**config.mk**
```make
export PLATFORM = sky130hd
export DESIGN_NAME = exp_reg_arbiter_flat
export DESIGN_NICKNAME = d
export VERILOG_FILES = /design/src/rtl/exp_reg_pkg.sv /design/src/rtl/exp_reg_arbiter_if.sv /design/src/rtl/exp_in_sync.sv /design/src/rtl/exp_reg_arbiter.sv /design/src/flat_wrapper.sv
export SDC_FILE = /design/constraint.sdc
export NUM_CORES = 1
export LEC_CHECK = 0
export ABC_AREA = 1
export BUFFER_PORTS_ARGS = -buffer_cell sky130_fd_sc_hd__buf_2
export CAP_MARGIN = 20
export CORE_ASPECT_RATIO = 0.9
export CORE_MARGIN = 1.5
export CORE_UTILIZATION = 50
export CTS_CLUSTER_DIAMETER = 40
export DETAILED_ROUTE_END_ITERATION = 16
export PLACE_DENSITY = 0.69
export SETUP_SLACK_MARGIN = 0.5
export SYNTH_ARGS = -nofsm -noshare
export SYNTH_HDL_FRONTEND = slang
export SYNTH_HIERARCHICAL = 1
export SYNTH_SLANG_ARGS = --single-unit
```
**constraint.sdc**
```tcl
create_clock -name clk -period 3.4 [get_ports clk]
set_input_delay 0.17 -clock clk [delete_from_list [all_inputs] [get_ports clk]]
set_output_delay 0.17 -clock clk [all_outputs]
set_load 0.01 [all_outputs]
```
**src/rtl/exp_reg_pkg.sv**
```systemverilog
// exp_reg_pkg: shared register map, FSM encoding, requester ids and reset constants
package exp_reg_pkg;
    localparam logic [2:0] ADDR_IN0  = 3'd0;
    localparam logic [2:0] ADDR_IN1  = 3'd1;
    localparam logic [2:0] ADDR_OUT0 = 3'd2;
    localparam logic [2:0] ADDR_OUT1 = 3'd3;
    localparam logic [2:0] ADDR_POL0 = 3'd4;
    localparam logic [2:0] ADDR_POL1 = 3'd5;
    localparam logic [2:0] ADDR_CFG0 = 3'd6;
    localparam logic [2:0] ADDR_CFG1 = 3'd7;
    localparam logic REQ_I2C = 1'b0;
    localparam logic REQ_LOC = 1'b1;
    localparam logic [15:0] DEF_OUT_RST = 16'hFFFF;
    localparam logic [15:0] DEF_CFG_RST = 16'hFFFF;
    localparam logic [15:0] POL_RST = 16'h0000;
    typedef enum logic [1:0] {ST_IDLE, ST_XFER, ST_DONE} state_e;
    function automatic logic [7:0] byte_sel(input logic [15:0] v, input logic hi);
        return hi ? v[15:8] : v[7:0];
    endfunction
endpackage

```
**src/rtl/exp_reg_arbiter_if.sv**
```systemverilog
// exp_reg_arbiter_if: one register-access port (req/we/addr/wdata in, ack/rdata out)
//   master = requester side, slave = register controller side
interface exp_reg_arbiter_if;
    logic       req;
    logic       we;
    logic [2:0] addr;
    logic [7:0] wdata;
    logic       ack;
    logic [7:0] rdata;
    modport master(output req, we, addr, wdata, input ack, rdata);
    modport slave(input req, we, addr, wdata, output ack, rdata);
endinterface

```
**src/rtl/exp_in_sync.sv**
```systemverilog
// exp_in_sync: STAGES-deep W-bit pad synchronizer, cleared by rst
//   d = raw pads, q = synchronized value after STAGES clocks
module exp_in_sync #(
    parameter int STAGES = 2,
    parameter int W = 16
) (
    input  logic         clk,
    input  logic         rst,
    input  logic [W-1:0] d,
    output logic [W-1:0] q
);
    logic [STAGES*W-1:0] chain_q, chain_d;
    always_comb chain_d = {chain_q[(STAGES-1)*W-1:0], d};
    always_ff @(posedge clk)
        if (rst) chain_q <= '0;
        else chain_q <= chain_d;
    assign q = chain_q[STAGES*W-1 -: W];
endmodule

```
**src/rtl/exp_reg_arbiter.sv**
```systemverilog
// exp_reg_arbiter: GPIO expander register file with I2C/local round-robin access and change interrupt
//   i2c, loc = register-access ports; pin_in = raw pads; pin_out/pin_oe = pad drive; int_n = change irq
module exp_reg_arbiter
    import exp_reg_pkg::*;
#(
    parameter int SYNC_STAGES = 2,
    parameter logic [15:0] OUT_RST = DEF_OUT_RST,
    parameter logic [15:0] CFG_RST = DEF_CFG_RST
) (
    input  logic                     clk,
    input  logic                     rst,
    exp_reg_arbiter_if.slave         i2c,
    exp_reg_arbiter_if.slave         loc,
    input  logic [15:0]              pin_in,
    output logic [15:0]              pin_out,
    output logic [15:0]              pin_oe,
    output logic                     int_n
);
    localparam int CW = $clog2(SYNC_STAGES + 2);
    state_e state_q, state_d;
    logic rr_q, rr_d, win_q, win_d, we_q, we_d;
    logic [2:0] addr_q, addr_d;
    logic [7:0] wdata_q, wdata_d, i2c_rdata_q, i2c_rdata_d, loc_rdata_q, loc_rdata_d;
    logic [15:0] out_q, out_d, pol_q, pol_d, cfg_q, cfg_d, snap_q, snap_d;
    logic i2c_ack_q, i2c_ack_d, loc_ack_q, loc_ack_d, int_n_q, int_n_d;
    logic [CW-1:0] cnt_q, cnt_d;
    logic [15:0] sync_val, in_val, rd_reg;
    logic [7:0] rd_byte;
    logic [3:0] bsel;
    logic [1:0] chg;
    logic settled, pick;
    exp_in_sync #(.STAGES(SYNC_STAGES), .W(16)) u_sync (.clk(clk), .rst(rst), .d(pin_in), .q(sync_val));
    assign in_val = sync_val ^ pol_q;
    assign pin_out = out_q;
    assign pin_oe = ~cfg_q;
    assign int_n = int_n_q;
    assign i2c.ack = i2c_ack_q;
    assign i2c.rdata = i2c_rdata_q;
    assign loc.ack = loc_ack_q;
    assign loc.rdata = loc_rdata_q;
    // the snapshot tracks IN until the synchronizer has flushed its reset zeros, then freezes
    assign settled = cnt_q == CW'(SYNC_STAGES + 1);
    assign bsel = {addr_q[0], 3'b000};
    assign rd_reg = addr_q[2:1] == ADDR_IN0[2:1] ? in_val :
                    addr_q[2:1] == ADDR_OUT0[2:1] ? out_q :
                    addr_q[2:1] == ADDR_POL0[2:1] ? pol_q : cfg_q;
    assign rd_byte = byte_sel(rd_reg, addr_q[0]);
    // on a tie the requester not granted last wins
    assign pick = (i2c.req && loc.req) ? ~rr_q : (i2c.req ? REQ_I2C : REQ_LOC);
    // output-configured pins are masked out of change detection
    assign chg[0] = |((in_val[7:0] ^ snap_q[7:0]) & cfg_q[7:0]);
    assign chg[1] = |((in_val[15:8] ^ snap_q[15:8]) & cfg_q[15:8]);
    always_comb begin
        state_d = state_q;
        rr_d = rr_q;
        win_d = win_q;
        we_d = we_q;
        addr_d = addr_q;
        wdata_d = wdata_q;
        out_d = out_q;
        pol_d = pol_q;
        cfg_d = cfg_q;
        i2c_ack_d = 1'b0;
        loc_ack_d = 1'b0;
        i2c_rdata_d = i2c_rdata_q;
        loc_rdata_d = loc_rdata_q;
        cnt_d = settled ? cnt_q : cnt_q + CW'(1);
        snap_d = settled ? snap_q : in_val;
        int_n_d = ~(settled & |chg);
        case (state_q)
            ST_IDLE: if (i2c.req || loc.req) begin
                win_d = pick;
                rr_d = pick;
                we_d = pick == REQ_LOC ? loc.we : i2c.we;
                addr_d = pick == REQ_LOC ? loc.addr : i2c.addr;
                wdata_d = pick == REQ_LOC ? loc.wdata : i2c.wdata;
                state_d = ST_XFER;
            end
            ST_XFER: begin
                state_d = ST_DONE;
                i2c_ack_d = win_q == REQ_I2C;
                loc_ack_d = win_q == REQ_LOC;
                if (we_q) begin
                    if (addr_q[2:1] == ADDR_OUT0[2:1]) out_d[bsel +: 8] = wdata_q;
                    if (addr_q[2:1] == ADDR_POL0[2:1]) pol_d[bsel +: 8] = wdata_q;
                    if (addr_q[2:1] == ADDR_CFG0[2:1]) cfg_d[bsel +: 8] = wdata_q;
                end else begin
                    i2c_rdata_d = win_q == REQ_I2C ? rd_byte : i2c_rdata_q;
                    loc_rdata_d = win_q == REQ_LOC ? rd_byte : loc_rdata_q;
                    // reading IN re-arms the interrupt against the value just returned
                    if (addr_q[2:1] == ADDR_IN0[2:1]) snap_d[bsel +: 8] = rd_byte;
                end
            end
            default: state_d = ST_IDLE;
        endcase
    end
    always_ff @(posedge clk)
        if (rst) begin
            state_q <= ST_IDLE;
            rr_q <= REQ_LOC;
            win_q <= REQ_I2C;
            we_q <= 1'b0;
            addr_q <= '0;
            wdata_q <= '0;
            out_q <= OUT_RST;
            pol_q <= POL_RST;
            cfg_q <= CFG_RST;
            snap_q <= '0;
            i2c_ack_q <= 1'b0;
            loc_ack_q <= 1'b0;
            i2c_rdata_q <= '0;
            loc_rdata_q <= '0;
            int_n_q <= 1'b1;
            cnt_q <= '0;
        end else begin
            state_q <= state_d;
            rr_q <= rr_d;
            win_q <= win_d;
            we_q <= we_d;
            addr_q <= addr_d;
            wdata_q <= wdata_d;
            out_q <= out_d;
            pol_q <= pol_d;
            cfg_q <= cfg_d;
            snap_q <= snap_d;
            i2c_ack_q <= i2c_ack_d;
            loc_ack_q <= loc_ack_d;
            i2c_rdata_q <= i2c_rdata_d;
            loc_rdata_q <= loc_rdata_d;
            int_n_q <= int_n_d;
            cnt_q <= cnt_d;
        end
endmodule

```
**src/flat_wrapper.sv**
```systemverilog
// flat-port wrapper written by rule: the top's interface ports become plain ports
module exp_reg_arbiter_flat import exp_reg_pkg::*;
#(
    parameter int SYNC_STAGES = 2,
    parameter logic [15:0] OUT_RST = DEF_OUT_RST,
    parameter logic [15:0] CFG_RST = DEF_CFG_RST
)
  (clk, rst, pin_in, pin_out, pin_oe, int_n, i2c_req, i2c_we, i2c_addr, i2c_wdata, i2c_ack, i2c_rdata, loc_req, loc_we, loc_addr, loc_wdata, loc_ack, loc_rdata);
  exp_reg_arbiter_if i2c_i ();
  exp_reg_arbiter_if loc_i ();
  input  logic clk;
  input  logic rst;
  input  logic [15:0] pin_in;
  output logic [15:0] pin_out;
  output logic [15:0] pin_oe;
  output logic int_n;
  input wire logic [$bits(i2c_i.req)-1:0] i2c_req;
  input wire logic [$bits(i2c_i.we)-1:0] i2c_we;
  input wire logic [$bits(i2c_i.addr)-1:0] i2c_addr;
  input wire logic [$bits(i2c_i.wdata)-1:0] i2c_wdata;
  output wire logic [$bits(i2c_i.ack)-1:0] i2c_ack;
  output wire logic [$bits(i2c_i.rdata)-1:0] i2c_rdata;
  input wire logic [$bits(loc_i.req)-1:0] loc_req;
  input wire logic [$bits(loc_i.we)-1:0] loc_we;
  input wire logic [$bits(loc_i.addr)-1:0] loc_addr;
  input wire logic [$bits(loc_i.wdata)-1:0] loc_wdata;
  output wire logic [$bits(loc_i.ack)-1:0] loc_ack;
  output wire logic [$bits(loc_i.rdata)-1:0] loc_rdata;
  assign i2c_i.req = i2c_req;
  assign i2c_i.we = i2c_we;
  assign i2c_i.addr = i2c_addr;
  assign i2c_i.wdata = i2c_wdata;
  assign i2c_ack = i2c_i.ack;
  assign i2c_rdata = i2c_i.rdata;
  assign loc_i.req = loc_req;
  assign loc_i.we = loc_we;
  assign loc_i.addr = loc_addr;
  assign loc_i.wdata = loc_wdata;
  assign loc_ack = loc_i.ack;
  assign loc_rdata = loc_i.rdata;
  exp_reg_arbiter #(.SYNC_STAGES(SYNC_STAGES), .OUT_RST(OUT_RST), .CFG_RST(CFG_RST)) u_core (.clk(clk), .rst(rst), .i2c(i2c_i), .loc(loc_i), .pin_in(pin_in), .pin_out(pin_out), .pin_oe(pin_oe), .int_n(int_n));
endmodule
```
# After elaboration in Yosys (flattened, before gate mapping)
# Cells that the tools add are included.
# totals
reg_bits	133
inputBits	44
word_cells	71
# classes
bitwise	12
shift	3
reduce_logical	12
muxes	19
n_eq_ne	6
add_sub_neg	2
# ops
cell	n
$mux 16	7
$bwmux 16	4
$shiftx 8x6->16	2
$and 8x8->8	2
$mux 8	2
$not 16->16	1
$reduce_or 16->1	1
$shift 8x6->16 const A	1
$xor 16x16->16	1
$xor 8x8->8	2
$reduce_and 3->1	5
$eq 2x2->1 const B	3
$neg 4->6	1
$not 1->1	5
$eq 2x1->1 const B	2
$logic_not 2->1	2
$pmux 2 s2	1
$mux 1	3
$mux 3	1
$add 2x1->2 const B	1
$mux 2	1
$ne 2x1->1 const B	1
$reduce_and 2->1	1
$reduce_or 2->1	1
3 further kinds	3

# Logic depth before layout (Yosys ltp)
# Gate-level depths: netlist of the first run.
# depth
ltp_word	10
mapped_depth	10

# By module
# The synthesis of the first run kept the hierarchy.
# by_module_without_submodules
module	instances	seq_area_each_um2	cells_per_inst	area_per_inst_um2
exp_reg_arbiter	1	2021.9	753	4982.3
exp_in_sync	1	640.6	115	1034.7

# Worst setup path before layout of the first run
# OpenSTA, ideal clock, no wires.
# synth_timing
path_kind	reg2reg
from	register u_core.addr_q[2]
to	register u_core.i2c_rdata_q[4] (netlist: u_core/i2c.rdata[4])
period_less_slack_ps	1337
arrival_ps	1218
n_path_buf	1
required_ps	3281
path_slack_ps	2063
stages_incl_launch_ff	9
cell_sequence	dfxtp_1 -> inv_2 -> nand2_1 -> buf_2 -> or2_2 -> nand3_1 -> nand3_1 -> nand2_1 -> a21oi_1
# synth_between
elab_chain_cells	5
word_cells_on_any_way	7
cone_classes	eq/ne: 2; mux: 4; reduce/logical: 1
# synth_lines
item	line	rtl
start, declared	exp_reg_arbiter.sv:22	logic [2:0] addr_q, addr_d;
start signal, assigned	exp_reg_arbiter.sv:120	addr_q <= addr_d;
$eq 2x2->1	exp_reg_arbiter.sv:46	addr_q[2:1] == ADDR_POL0[2:1] ? pol_q : cfg_q;
$mux 16	exp_reg_arbiter.sv:46	
$mux 16	exp_reg_arbiter.sv:45	addr_q[2:1] == ADDR_OUT0[2:1] ? out_q :
$mux 16 *	exp_reg_arbiter.sv:44	assign rd_reg = addr_q[2:1] == ADDR_IN0[2:1] ? in_val :
$mux 8 *	exp_reg_pkg.sv:18	return hi ? v[15:8] : v[7:0];
end signal, assigned	exp_reg_arbiter.sv:128	i2c_rdata_q <= i2c_rdata_d;
end, declared	exp_reg_arbiter.sv:23	logic [7:0] wdata_q, wdata_d, i2c_rdata_q, i2c_rdata_d, loc_rdata_q, loc_rdata_d;
# Every way passes the cells marked *; elsewhere a longest branch is shown, timed or not.
# A chain may end at the register's enable or synchronous reset.

# Final worst setup path of the first run
# layout_timing
from	register u_core.addr_q[2]
to	register u_core.i2c_rdata_q[5] (netlist: u_core/i2c.rdata[5])
# The elaborated chain is that of the path after synthesis.

==> results of run 1 <==
through the flow:
stage | util, % | cells
4_1_cts | 62.1 | 1117
3_3_place_gp | 55.5 | 1071
6_report | 62.1 | 1117
2_1_floorplan | - | 868
5_1_grt | 62.1 | 1117
3_5_place_dp | 55.5 | 1071
layout make-up:
cell class / count / area [sq um]
fill: 1047 / 4380
sequential: 133 / 2660
multi-input combinational: 559 / 2590
timing repair buffer: 113 / 666
inverter: 126 / 473
clock buffer: 17 / 425
tap: 156 / 195
clock inverter: 13 / 184
cell usage after synthesis, types with 3 or more instances:
cell type | n | area (sq um)
a211oi_1 | 3 | 22.5
a21oi_1 | 35 | 175
a31oi_1 | 17 | 106
buf_2 | 11 | 55.1
buf_4 | 19 | 143
buf_6 | 3 | 33.8
clkbuf_1 | 17 | 63.8
dfxtp_1 | 133 | 2660
inv_1 | 116 | 435
inv_2 | 8 | 30.0
nand2_1 | 226 | 848
nand3_1 | 94 | 470
nor2_1 | 61 | 229
nor2_2 | 3 | 18.8
nor3_1 | 3 | 15.0
o211ai_1 | 25 | 188
o21ai_0 | 72 | 360
or2_2 | 10 | 62.6
flip-flops by register name (all words and copies together), names as in the netlist, 3 cells and up:
register	cells
u_core/i2c.rdata	8
u_core/cfg_q	16
u_core/loc.rdata	8
u_core/snap_q	16
u_core/pin_out	16
u_core/u_sync/chain_q	32
u_core/wdata_q	8
u_core/addr_q	3
u_core/pol_q	16
worst register-to-register path: stages, from the launching register on:
cell	delay [ns]
dfxtp_1	0.40
inv_2	0.09
nand2_1	0.60
inv_1	0.33
nand2_1	0.14
nand3_1	0.14
nand3_1	0.16
nand3_1	0.11
nand2_1	0.11
inv_1	0.04
power by group:
| group | switching (mW) | internal (mW) |
|---|---|---|
| clock | 0.680 | 1.22 |
| sequential | 0.0882 | 1.65 |
| combinational | 0.360 | 0.183 |
metal layers:
layer  up-vias  global-route usage, %  share of wire (%)
met2       237                   42.0                 45
met3        26                   5.59                7.3
li1       2925                      -                  -
met5         -                      0                  0
met4         0                   8.86                1.8
met1      2597                   37.2                 46
logic make-up (layout without fill, tap and decap cells):
| kind of cell | after synthesis | count (layout) | synth area share (%) |
|---|---|---|---|
| compound gates | 152 | 152 | 14.2 |
| xor+xnor | 1 | 1 | 0.146 |
| fa+ha+maj | 1 | 1 | 0.208 |
| buf+inv | 176 | 269 | 12.8 |
| flops | 133 | 133 | 44.3 |
| simple gates | 405 | 405 | 28.5 |
final timing paths:
path	cells past startpoint	slack, ns	to
worst max-delay path	9	1.17	u_core/i2c.rdata[5]
worst min-delay path	3	0.02	u_core/wdata_q[5]
worst max register to register	9	1.17	u_core/i2c.rdata[5]
worst min register to register	2	0.40	u_core/u_sync/chain_q[29]
==> impl_results.md, run 1 <==
- Status: finished, final reports clean
- Area grow syn2layout: 19.5%
- Min Tclk post-route: 2.23 ns
- Post-synth EDFFs: 0
- Vias in the first global route: 5,105
- Drt total wl: 16.6 mm
- Leak Pwr: 3.54 nW
- Chip Width: 119 um
- Register bit total from synthesis: 133
- Register area share after synthesis: 44.3%
- # diodes: 0
- Final worst path period share: 65.5%
- Drt first pass iters: 7
- I/O Buffers: 94
- RSZ-0062 raised after global routing: no
- Total power per unit cell area: 581 nW/um^2
- Antenna violations before repair: 0
- Die Footprint: 12,700 sq um
- CTS Hold Buffers Added: 16
- CTS Sinks: 133
- Hold slack: 0.0166 ns
- DP HPWL: 11.3 mm
- Commonest non-fill, non-tap cell in the layout: nand2_1
- Endpoints failing setup: 0
- Clk_lat worst skew: 0.42 ns
- Layout Nets: 995
- H-tree Lvls: 4
- Clock Tree Buf Depth: 2
- Total core area: 11,600 sq um
- Initial detailed-routing violation count: 555
- Mapped Cells: 868
- Final setup TNS: 0 ns
- Worst slew pin tran: 1.01 ns
- IO Count: 95
- Vias per inst: 5.18
- Routability congestion estimate: 0.919
- Startpoint Class: register
- WL/cell: 14.8 um
- TritonCTS buffer count: 17
- IR drop worst, VDD: 0.371 mV
- Final design area excluding fillers: 7190 sq um
- First-pass GRT wire length: 26.4 mm
- Post-synth cell types: 27
- CP max stage cell: nand2_1
- Cell Area, Placed: 6420 sq um
- FP Rows: 37
- Worst setup EP type: register
- Largest net degree at the start of global routing: 52
- Crit-path max cell delay: 0.60 ns
- Root Driver: clkbuf_16
- Post-route worst setup slack: 1.17 ns
- Total power: 4.18 mW
- Starting Density: 52.0%
- Ys Warns: 6
- Hold_sp: loc_wdata[5]
- Fraction of registers with async set/reset: 0%
- CTS tree: yes
- Max Freq: 449 MHz
- GRT Overall Usage: 26.9%
- Cts repair resizes: 0
- Detail Route Antenna Nets: 0
- Syn nets: 913
- Final hold viol count: 0
- Main synth FF type: dfxtp_1
- Layout cells sized above 1: 16.1%
- HP Class: in -> reg
- Post-Syn Area: 6020 sq um
- Top delay family on crit path: simple AND/OR/NAND/NOR gates
- Final Slew Violations: 0
- GRT Residual Overflow: 0
- Syn avg cell area: 6.93 sq um
- Setup WS pre-CTS: 1.30 ns
- Buffers & Inverters on Critical Path: 3
- Clk_skew: 0.00812 ns
- Vias: 5,785
- Worst Setup SP: u_core/addr_q[2]
- Most frequent cells in the layout: nand2_1 (226), dfxtp_1 (133), inv_1 (116)
- Drt drc: 0
- Die span in y: 107 um
- Crit path required time: 3.71 ns
- Max-slew headroom: 32.4%
- Worst r2r src: u_core/addr_q[2]
- Worst Path Arrival: 2.54 ns
- Setup Fix Bufs, Post-CTS: 0
- WS Path Type: reg -> reg
- Max-cap viol count: 0
- Crit-path cells: inv_2 -> nand2_1 -> inv_1 -> nand2_1 -> nand3_1 -> nand3_1 -> nand3_1 -> nand2_1 -> inv_1
- CP max FO: 24
- Clock Pin Slew Worst Setup and Hold Paths: 0.06 ns
No activity file was read; power rests on OpenSTA's default activity.
==> inputs of run 2 (changes only) <==
- clock period: 3.4 -> 2.15 ns (I/O delays scaled with it)
==> run 2 against run 1 <==
Against the previous run: total power is 60% higher; via count is 3.6% higher; utilization is 3.8 points higher; sequential power is 58% higher; final area is 6.2% higher; final cell count is 4.0% higher; largest power group unchanged.
==> impl_results.md, run 2 (same netlist as run 1, synthesis figures left out) <==
- CP max FO: 14 (was 24)
- HP Class: in -> reg (unchanged)
- Clk_lat worst skew: 0.42 ns (about the same)
- Final design area excluding fillers: 7640 sq um (was 7190 sq um)
- Total power per unit cell area: 875 nW/um^2 (was 581 nW/um^2)
- Clock Pin Slew Worst Setup and Hold Paths: 0.06 ns (about the same)
- Final worst path period share: 73.4% (was 65.5%)
- Die Footprint: 12,700 sq um (unchanged)
- Worst r2r path cells: 8 (was 9)
- CTS Sinks: 133 (unchanged)
- Max reg flops: 32 (unchanged)
- IR drop worst, VDD: 0.584 mV (was 0.371 mV)
- Vias per inst: 5.16 (was 5.18)
- Worst slew pin tran: 0.550 ns (was 1.01 ns)
- Routability congestion estimate: 0.901 (was 0.919)
- Area grow syn2layout: 26.9% (was 19.5%)
- Clock Tree Buf Depth: 2 (unchanged)
- Final hold viol count: 0 (unchanged)
- Largest net degree at the start of global routing: 52 (unchanged)
- Min Tclk post-route: 1.58 ns (was 2.23 ns)
- CP max stage cell: dfxtp_4 (was nand2_1)
- WL/cell: 15.0 um (was 14.8 um)
- WHS Path Cells: 3 (unchanged)
- Crit-path cells: inv_4 -> nand2_1 -> buf_6 -> or2_2 -> nand3_1 -> nand3_1 -> nand2_1 -> a21oi_1 (was inv_2 -> nand2_1 -> inv_1 -> nand2_1 -> nand3_1 -> nand3_1 -> nand3_1 -> nand2_1 -> inv_1)
- Crit-path max cell delay: 0.37 ns (was 0.60 ns)
- I/O Buffers: 94 (unchanged)
- Post-placement cell count: 1,085 (was 1,071)
- Max-slew headroom: 63.3% (was 32.4%)
- DP HPWL: 11.6 mm (was 11.3 mm)
- Hold Path Sink: u_core/pin_out[9] (was u_core/wdata_q[5])
- Clk_skew: 0.00744 ns (was 0.00812 ns)
- Crit path required time: 2.45 ns (was 3.71 ns)
- Most frequent cells in the layout: nand2_1 (223), dfxtp_1 (131), inv_1 (114) (was nand2_1 (226), dfxtp_1 (133), inv_1 (116))
- Startpoint Class: register (unchanged)
- Top delay family on crit path: simple AND/OR/NAND/NOR gates (unchanged)
- Initial detailed-routing violation count: 589 (was 555)
- Largest register by flop count: u_core/u_sync/chain_q (unchanged)
- Vias in the first global route: 5,536 (was 5,105)
- WS Path Type: reg -> reg (unchanged)
- Worst setup EP type: register (unchanged)
- FP Rows: 37 (unchanged)
- Buffers & Inverters on Critical Path: 2 (was 3)
- Total core area: 11,600 sq um (unchanged)
- RSZ-0062 raised after global routing: yes (was no)
- Max Freq: 633 MHz (was 449 MHz)
- Drt drc: 0 (unchanged)
- TritonCTS buffer count: 17 (unchanged)
- Chip Width: 119 um (unchanged)
- Drt total wl: 17.5 mm (was 16.6 mm)
- Max-cap viol count: 0 (unchanged)
- Commonest non-fill, non-tap cell in the layout: nand2_1 (unchanged)
- Cell Area, Placed: 6530 sq um (was 6420 sq um)
- Final setup TNS: 0 ns (unchanged)
- Worst Path Arrival: 1.88 ns (was 2.54 ns)
- Setup WS pre-CTS: 0.452 ns (was 1.30 ns)
- # diodes: 0 (unchanged)
- Final Slew Violations: 0 (unchanged)
- IO Count: 95 (unchanged)
- Layout cells sized above 1: 18.3% (was 16.1%)
- Post-route worst setup slack: 0.571 ns (was 1.17 ns)
- Endpoints failing setup: 0 (unchanged)
- Root Driver: clkbuf_16 (unchanged)
- H-tree Lvls: 4 (unchanged)
- Worst r2r src: u_core/addr_q[2] (unchanged)
- Hold slack: 0.0584 ns (was 0.0166 ns)
- Cell Count, Final, Fillers Out: 1,162 (was 1,117)
- Hold_sp: rst (was loc_wdata[5])
- CTS tree: yes (unchanged)
- Status: finished, final reports clean (unchanged)
- GRT Overall Usage: 28.9% (was 26.9%)
- Layout Nets: 1,039 (was 995)
- Die span in y: 107 um (unchanged)
- Leak Pwr: 3.72 nW (was 3.54 nW)
- Detail Route Antenna Nets: 0 (unchanged)
- Reg2Reg Setup Slack: 0.57 ns (was 1.17 ns)
- FF-to-FF End: u_core/i2c.rdata[4] (was u_core/i2c.rdata[5])
- First-pass GRT wire length: 28.3 mm (was 26.4 mm)
- Drt first pass iters: 6 (was 7)
- Vias: 5,991 (was 5,785)
- Starting Density: 52.0% (unchanged)
- GRT Residual Overflow: 0 (unchanged)
- Antenna violations before repair: 0 (unchanged)
==> run 2: cell types whose count changed in the layout (fill, tap and decap cells not counted), moves of 3 or more <==
cell / before / now
buf_4: 2 / 19
buf_6: 0 / 3
clkinv_2: 4 / 1
clkinvlp_4: 0 / 6
dlygate4sd3_1: 16 / 40
nand2_1: 226 / 223
o21ai_0: 72 / 69
o21ai_1: 0 / 3
==> run 2: where the power goes <==
part           total [mW]  switching (mW)  internal (mW)  leakage (nW)
clock                2.97            1.09           1.88         0.288
combinational       0.977           0.612          0.365          2.34
sequential           2.74           0.133           2.60          1.09
==> run 2: metrics by stage <==
stage | power [mW] | utilization, %
6_report | 6.69 | 66.0
5_1_grt | 6.96 | 66.0
4_1_cts | 6.67 | 65.3
3_5_place_dp | 3.66 | 56.4
3_3_place_gp | 3.64 | 56.4
2_1_floorplan | 3.35 | -
==> run 2: how the worst max path moves through the flow <==
stage / cells after the start / slack (ns) / to / startpoint
detailed placement: 6 / 0.45 / u_core/pol_q[9] / u_core/addr_q[1]
finish: 8 / 0.57 / u_core/i2c.rdata[4] / u_core/addr_q[2]
global placement: 6 / 0.47 / u_core/pol_q[13] / u_core/addr_q[1]
global route: 10 / 0.46 / u_core/i2c.rdata[6] / u_core/addr_q[2]
floorplan: 8 / 0.81 / u_core/i2c.rdata[4] / u_core/addr_q[2]
CTS: 8 / 0.50 / u_core/i2c.rdata[4] / u_core/addr_q[2]
==> run 2: what timing repair did <==
action,CTS,global route
setup endpoints to repair,31,45
gates resized for setup,4,16
pin swaps,1,1
buffers inserted,1,5
gates cloned,0,0
hold buffers,40,0
endpoints found under the hold margin,28,0
==> run 2: worst reg2reg max path, stage by stage, from the launching register on <==
cell and delay [ns]:
dfxtp_4 0.37, inv_4 0.09, nand2_1 0.10, buf_6 0.17, or2_2 0.28, nand3_1 0.11
nand3_1 0.07, nand2_1 0.18, a21oi_1 0.09
==> run 2: area by class of cell <==
cell class              count  area, sq um
clock inverters            11          153
fillers                  1024         3940
repair buffers            157         1070
well taps                 156          195
inverters                 126          489
multi-input cells         559         2610
flip-flops and latches    133         2670
clock buffers              20          457
==> run 2: routing by layer <==
metal / track usage [%] / vias up / routed length (um) / part of all wire [%]
met3: 7.50 / 32 / 1460 / 8.4
met5: 0 / - / 0 / 0
met2: 45.7 / 266 / 7910 / 45
met4: 11.2 / 0 / 432 / 2.5
li1: - / 3019 / - / -
met1: 38.0 / 2674 / 7680 / 44
